==> src/rtl/alu_arbiter_if.sv <==
// Bus bundle between the two ALU requesters, the shared ALU and the result
// consumer. The arbiter sits on the slave modport; the surrounding datapath
// (requesters, ALU and consumer) uses the master modport.
interface alu_arbiter_if #(
    parameter int DATA_W = 16
);
    logic              req0_valid;
    logic              req0_ready;
    logic [DATA_W-1:0] req0_in1;
    logic [DATA_W-1:0] req0_in2;
    logic [2:0]        req0_op;
    logic [3:0]        req0_shift;
    logic              req0_setcc;

    logic              req1_valid;
    logic              req1_ready;
    logic [DATA_W-1:0] req1_in1;
    logic [DATA_W-1:0] req1_in2;
    logic [2:0]        req1_op;
    logic [3:0]        req1_shift;
    logic              req1_setcc;

    logic [DATA_W-1:0] alu_in1;
    logic [DATA_W-1:0] alu_in2;
    logic [2:0]        alu_op;
    logic [3:0]        alu_shift;
    logic [DATA_W-1:0] alu_out;

    logic              res_valid;
    logic              res_ready;
    logic [DATA_W-1:0] res_data;
    logic              res_id;
    logic [2:0]        nzp;

    modport slave (
        input  req0_valid, req0_in1, req0_in2, req0_op, req0_shift, req0_setcc,
        output req0_ready,
        input  req1_valid, req1_in1, req1_in2, req1_op, req1_shift, req1_setcc,
        output req1_ready,
        output alu_in1, alu_in2, alu_op, alu_shift,
        input  alu_out,
        output res_valid, res_data, res_id, nzp,
        input  res_ready
    );

    modport master (
        output req0_valid, req0_in1, req0_in2, req0_op, req0_shift, req0_setcc,
        input  req0_ready,
        output req1_valid, req1_in1, req1_in2, req1_op, req1_shift, req1_setcc,
        input  req1_ready,
        input  alu_in1, alu_in2, alu_op, alu_shift,
        output alu_out,
        input  res_valid, res_data, res_id, nzp,
        output res_ready
    );
endinterface

==> src/rtl/alu_arbiter.sv <==
// Round-robin arbiter sharing one combinational 16-bit ALU between the
// execute stage (requester 0) and the address/PC-increment unit (requester 1).
// The granted requester's operands drive the ALU directly; the result is
// captured in a one-entry valid/ready buffer and optionally updates NZP.
module alu_arbiter #(
    parameter int         DATA_W    = 16,
    parameter logic [2:0] RESET_NZP = 3'b010
) (
    input  logic       clk,
    input  logic       reset,
    alu_arbiter_if.slave bus
);
    logic              last_grant;
    logic              res_valid_q;
    logic [DATA_W-1:0] res_data_q;
    logic              res_id_q;
    logic [2:0]        nzp_q;

    logic              free;
    logic              pick1;
    logic              grant0;
    logic              grant1;
    logic              sel_setcc;
    logic [2:0]        nzp_next;

    // Arbitration: a lone requester wins, a tie goes to whoever did not win last
    always_comb begin
        free   = !res_valid_q || bus.res_ready;
        pick1  = bus.req1_valid && (!bus.req0_valid || (last_grant == 1'b0));
        grant1 = free && pick1;
        grant0 = free && bus.req0_valid && !pick1;
    end

    // Steer the granted requester's fields onto the ALU; idle drives zeros
    always_comb begin
        bus.alu_in1   = '0;
        bus.alu_in2   = '0;
        bus.alu_op    = 3'd0;
        bus.alu_shift = 4'd0;
        sel_setcc     = 1'b0;
        if (grant0) begin
            bus.alu_in1   = bus.req0_in1;
            bus.alu_in2   = bus.req0_in2;
            bus.alu_op    = bus.req0_op;
            bus.alu_shift = bus.req0_shift;
            sel_setcc     = bus.req0_setcc;
        end else if (grant1) begin
            bus.alu_in1   = bus.req1_in1;
            bus.alu_in2   = bus.req1_in2;
            bus.alu_op    = bus.req1_op;
            bus.alu_shift = bus.req1_shift;
            sel_setcc     = bus.req1_setcc;
        end
    end

    // Condition codes derived from the live ALU result (exactly one bit set)
    always_comb begin
        nzp_next[2] = bus.alu_out[DATA_W-1];
        nzp_next[1] = (bus.alu_out == '0);
        nzp_next[0] = !bus.alu_out[DATA_W-1] && (bus.alu_out != '0);
    end

    // Result buffer, round-robin pointer and NZP register
    always_ff @(posedge clk or negedge reset) begin
        if (!reset) begin
            res_valid_q <= 1'b0;
            res_data_q  <= '0;
            res_id_q    <= 1'b0;
            nzp_q       <= RESET_NZP;
            last_grant  <= 1'b1;
        end else begin
            if (grant0 || grant1) begin
                res_valid_q <= 1'b1;
                res_data_q  <= bus.alu_out;
                res_id_q    <= grant1;
                last_grant  <= grant1;
                if (sel_setcc) begin
                    nzp_q <= nzp_next;
                end
            end else if (bus.res_ready) begin
                res_valid_q <= 1'b0;
            end
        end
    end

    assign bus.req0_ready = grant0;
    assign bus.req1_ready = grant1;
    assign bus.res_valid  = res_valid_q;
    assign bus.res_data   = res_data_q;
    assign bus.res_id     = res_id_q;
    assign bus.nzp        = nzp_q;
endmodule

==> src/flat_wrapper.sv <==
// flat-port wrapper written by rule: the top's interface ports become plain ports
module alu_arbiter_flat 
#(
    parameter int         DATA_W    = 16,
    parameter logic [2:0] RESET_NZP = 3'b010
)
  (clk, reset, bus_req0_valid, bus_req0_in1, bus_req0_in2, bus_req0_op, bus_req0_shift, bus_req0_setcc, bus_req0_ready, bus_req1_valid, bus_req1_in1, bus_req1_in2, bus_req1_op, bus_req1_shift, bus_req1_setcc, bus_req1_ready, bus_alu_in1, bus_alu_in2, bus_alu_op, bus_alu_shift, bus_alu_out, bus_res_valid, bus_res_data, bus_res_id, bus_nzp, bus_res_ready);
  alu_arbiter_if #(.DATA_W(DATA_W)) bus_i ();
  input  logic clk;
  input  logic reset;
  input wire logic [$bits(bus_i.req0_valid)-1:0] bus_req0_valid;
  input wire logic [$bits(bus_i.req0_in1)-1:0] bus_req0_in1;
  input wire logic [$bits(bus_i.req0_in2)-1:0] bus_req0_in2;
  input wire logic [$bits(bus_i.req0_op)-1:0] bus_req0_op;
  input wire logic [$bits(bus_i.req0_shift)-1:0] bus_req0_shift;
  input wire logic [$bits(bus_i.req0_setcc)-1:0] bus_req0_setcc;
  output wire logic [$bits(bus_i.req0_ready)-1:0] bus_req0_ready;
  input wire logic [$bits(bus_i.req1_valid)-1:0] bus_req1_valid;
  input wire logic [$bits(bus_i.req1_in1)-1:0] bus_req1_in1;
  input wire logic [$bits(bus_i.req1_in2)-1:0] bus_req1_in2;
  input wire logic [$bits(bus_i.req1_op)-1:0] bus_req1_op;
  input wire logic [$bits(bus_i.req1_shift)-1:0] bus_req1_shift;
  input wire logic [$bits(bus_i.req1_setcc)-1:0] bus_req1_setcc;
  output wire logic [$bits(bus_i.req1_ready)-1:0] bus_req1_ready;
  output wire logic [$bits(bus_i.alu_in1)-1:0] bus_alu_in1;
  output wire logic [$bits(bus_i.alu_in2)-1:0] bus_alu_in2;
  output wire logic [$bits(bus_i.alu_op)-1:0] bus_alu_op;
  output wire logic [$bits(bus_i.alu_shift)-1:0] bus_alu_shift;
  input wire logic [$bits(bus_i.alu_out)-1:0] bus_alu_out;
  output wire logic [$bits(bus_i.res_valid)-1:0] bus_res_valid;
  output wire logic [$bits(bus_i.res_data)-1:0] bus_res_data;
  output wire logic [$bits(bus_i.res_id)-1:0] bus_res_id;
  output wire logic [$bits(bus_i.nzp)-1:0] bus_nzp;
  input wire logic [$bits(bus_i.res_ready)-1:0] bus_res_ready;
  assign bus_i.req0_valid = bus_req0_valid;
  assign bus_i.req0_in1 = bus_req0_in1;
  assign bus_i.req0_in2 = bus_req0_in2;
  assign bus_i.req0_op = bus_req0_op;
  assign bus_i.req0_shift = bus_req0_shift;
  assign bus_i.req0_setcc = bus_req0_setcc;
  assign bus_req0_ready = bus_i.req0_ready;
  assign bus_i.req1_valid = bus_req1_valid;
  assign bus_i.req1_in1 = bus_req1_in1;
  assign bus_i.req1_in2 = bus_req1_in2;
  assign bus_i.req1_op = bus_req1_op;
  assign bus_i.req1_shift = bus_req1_shift;
  assign bus_i.req1_setcc = bus_req1_setcc;
  assign bus_req1_ready = bus_i.req1_ready;
  assign bus_alu_in1 = bus_i.alu_in1;
  assign bus_alu_in2 = bus_i.alu_in2;
  assign bus_alu_op = bus_i.alu_op;
  assign bus_alu_shift = bus_i.alu_shift;
  assign bus_i.alu_out = bus_alu_out;
  assign bus_res_valid = bus_i.res_valid;
  assign bus_res_data = bus_i.res_data;
  assign bus_res_id = bus_i.res_id;
  assign bus_nzp = bus_i.nzp;
  assign bus_i.res_ready = bus_res_ready;
  alu_arbiter #(.DATA_W(DATA_W), .RESET_NZP(RESET_NZP)) u_core (.clk(clk), .reset(reset), .bus(bus_i));
endmodule
==> config.mk <==
export PLATFORM = sky130hd
export DESIGN_NAME = alu_arbiter_flat
export DESIGN_NICKNAME = d
export VERILOG_FILES = /design/src/rtl/alu_arbiter_if.sv /design/src/rtl/alu_arbiter.sv /design/src/flat_wrapper.sv
export SDC_FILE = /design/constraint.sdc
export NUM_CORES = 1
export LEC_CHECK = 0
export ABC_AREA = 1
export BUFFER_PORTS_ARGS = -buffer_cell sky130_fd_sc_hd__clkbuf_2
export CAP_MARGIN = 20
export CORE_UTILIZATION = 31
export DETAILED_ROUTE_END_ITERATION = 6
export PLACE_DENSITY = 0.77
export SETUP_SLACK_MARGIN = 0.2
export SLEW_MARGIN = 30
export SYNTH_ARGS = -nofsm -noshare
export SYNTH_HDL_FRONTEND = slang
export SYNTH_SLANG_ARGS = --single-unit
==> constraint.sdc <==
create_clock -name clk -period 1.3 [get_ports clk]
set_input_delay 0.195 -clock clk [delete_from_list [all_inputs] [get_ports clk]]
set_output_delay 0.195 -clock clk [all_outputs]
set_load 0.02 [all_outputs]
==> flow_summary.ini <==
[pwr]
p_total_mw = 3.43
p_leak_nw = 1.91
vdd_drop_max_mv = 0.883
power_switching_mw = 1.40
p_comb_share_pct = 58.3
p_seq_share_pct = 27.7
clkPwrFrac_pct = 14.0
swShare_pct = 40.8
internal_power_mw = 2.03
power_density_nw_per_um2 = 1040

[synthesis]
yosys-top-cells-area = nand2_1, dfrtp_1, nand3_1
synth_seq_cells = 22
postSynthAreaPerCell_um2 = 6.16
syn_area_um2 = 1490
ys_warn_count = 0
ys.flop_type = dfrtp_1
yosysMostFrequentCell = nand2_1
ys_top_cells_by_count = nand2_1, dfrtp_1, nand3_1
synth_cells = 241
synth.largest_area_cell = nand2_1
ys_seq_area_share_pct = 37.2
async_flop_share_pct = 100
synth_top_area_share_pct = 41.2
synth-edff-count = 0
synthesis.nets = 342
synth_cell_types = 15

[route]
drt-initial-drc-count = 75
vias_per_cell = 4.85
routed-via-count = 2275
wire_per_inst_um = 14.9
dr.pass1.iters = 7
routed_wl_mm = 6.99
drc = 13
final_antenna_net_count = 0

[floorplanning]
pin_count = 163
die-area_um2 = 5070
rows = 24
die_y_um = 71.2
start_util_pct = 33.2
die_w_um = 71.2
core_um2 = 4470

[final_layout]
stdcell_area_um2 = 3280
fin_util_pct = 73.4
drive_above_1_share_pct = 63.3
fin_nets = 519
n_antenna_cell = 0
fin_cells = 469
syn2layout_area_growth_pct = 121

[worst_hold_path]
hold_path.class = in2reg

[run_status]
outcome = finished, violations left
violations = design-rule violations, negative setup slack

[sta]
worst_slack_ns = -0.484
period_share_pct = 137
finalSetupViolCount = 58
fmax_ghz = 0.561
fin_tns_setup_ns = -19.78
worstMarginPinSlew_ns = 0.528
whs_ns = 0.148
finalHoldViolations = 0
drv_slew = 0
rsz0062_at_grt = true
finClkSkew_ns = 0.00256
period_minus_slack_ns = 1.78
slew_headroom_pct = 64.8

[global_route]
grt.total_usage_pct = 23.3
grt_max_degree = 34
grt_pass1_vias = 2114
grt_antenna_before_repair = 0
grt_pass1_wl_mm = 9.49
globalRouteOverflowTotal = 0

[setup_path]
crit_fanout = 8
crit_type = reg2out
arrival_ns = 1.59
cp_data_required_time_ns = 1.11
worstSetupEndpointType = primary output
setup.worst_path.start_class = register

[clocking]
clockBufferDepth = 2
cts_tree = built
cts.sinks = 22
htreeDepth = 1
clock_latency_ns = 0.26
cts-root-buf = clkbuf_8
path_clk_slew_ns = 0.08
cts_buffers = 3

[placed_design]
pre_cts_slack_ns = -0.192
dp_cells = 459
placed_area_um2 = 2630
gp_congestion = 0.761
hpwlAfterDp_mm = 4.33
io_buffers = 162

[job]
drv_cap = 0
-- worst max-delay path: stages (launching register included) --
cell and delay, ns:
dfstp_2 0.56, nand2_4 0.07, nand2_4 0.07, nand3_4 0.09, inv_8 0.10, clkbuf_16 0.18, nand2_2 0.06, nand2_2 0.08
buf_8 0.11
-- layout by cell type, fill, tap and decap left out --
master         netlist  routed
nand2_4              0      28
buf_8                0      25
inv_8                0       1
inv_1                3       3
clkbuf_8             0      21
buf_12               0       4
nand3_2              2       1
buf_6                5       3
nand2_1            163      97
nor2_1              10      10
dfstp_2              2       2
dlygate4sd3_1        0       1
nand2_2              4      42
buf_4                1      13
dfrtp_2              0       1
inv_2                1       1
nand4_1              2       2
nand3_1             20      20
dfrtp_1             20      19
nand3_4              0       1
clkbuf_2             0     120
clkbuf_16            0       1
o21a_1               1       1
-- logic make-up after synthesis --
family                 after synthesis  share of synthesized area, %
AOI/OAI and AO/OA                    1                         0.506
DFF                                 22                          37.2
buffers and inverters               17                          7.92
and+or+nand+nor                    201                          54.3
-- power by group through the flow --
stage | sequential [mW] | combinational, mW | clock (mW)
6_report | 0.949 | 2.00 | 0.480
5_1_grt | 0.967 | 2.12 | 0.514
4_1_cts | 0.943 | 1.84 | 0.485
3_5_place_dp | 0.953 | 1.55 | 0
3_3_place_gp | 0.948 | 1.53 | 0
2_1_floorplan | 1.14 | 0.747 | 0
-- registers in the layout, summed over array words and instances, names as in the netlist --
signal	flops
u_core.bus.nzp	3
u_core.bus.res_data	16
u_core.bus.res_id	1
u_core.bus.res_valid	1
u_core.last_grant	1
-- path summary, 6_finish.rpt --
| check | start | endpoint | slack (ns) | depth (start not counted) |
|---|---|---|---|---|
| setup reg to reg | u_core.last_grant | u_core.bus.res_data[12] | -0.14 | 8 |
| min in group asynchronous | reset | u_core.bus.res_data[6] | 0.44 | 2 |
| hold reg to reg | u_core.bus.res_id | u_core.bus.res_id | 0.49 | 2 |
| setup / recovery | u_core.last_grant | bus_alu_in1[4] | -0.48 | 8 |
| hold / removal | bus_alu_out[11] | u_core.bus.res_data[11] | 0.15 | 3 |
| max in group asynchronous | reset | u_core.bus.res_valid | 0.48 | 2 |
-- layer usage --
metal	vias up	share of wire [%]	track usage [%]
met3	26	7.9	3.52
met5	-	0	0
met4	0	4.2	8.44
met1	1036	36	25.8
li1	1091	-	-
met2	122	52	44.9
-- area by class of cell --
| class | count | area, um^2 |
|---|---|---|
| clock buffers | 4 | 55.1 |
| fillers | 305 | 1190 |
| inverters | 5 | 26.3 |
| multi-input cells | 202 | 1130 |
| flip-flops and latches | 22 | 554 |
| well taps | 52 | 65.1 |
| repair buffers | 184 | 1460 |
-- what timing repair did --
item,CTS,global route
setup buffers,3,1
setup endpoints to repair,64,64
resized for setup,84,49
hold endpoints to repair,20,0
hold buffers,1,0
pin swaps,6,8
cloned,0,1
Note: power is estimated with default switching activity, not from simulation.
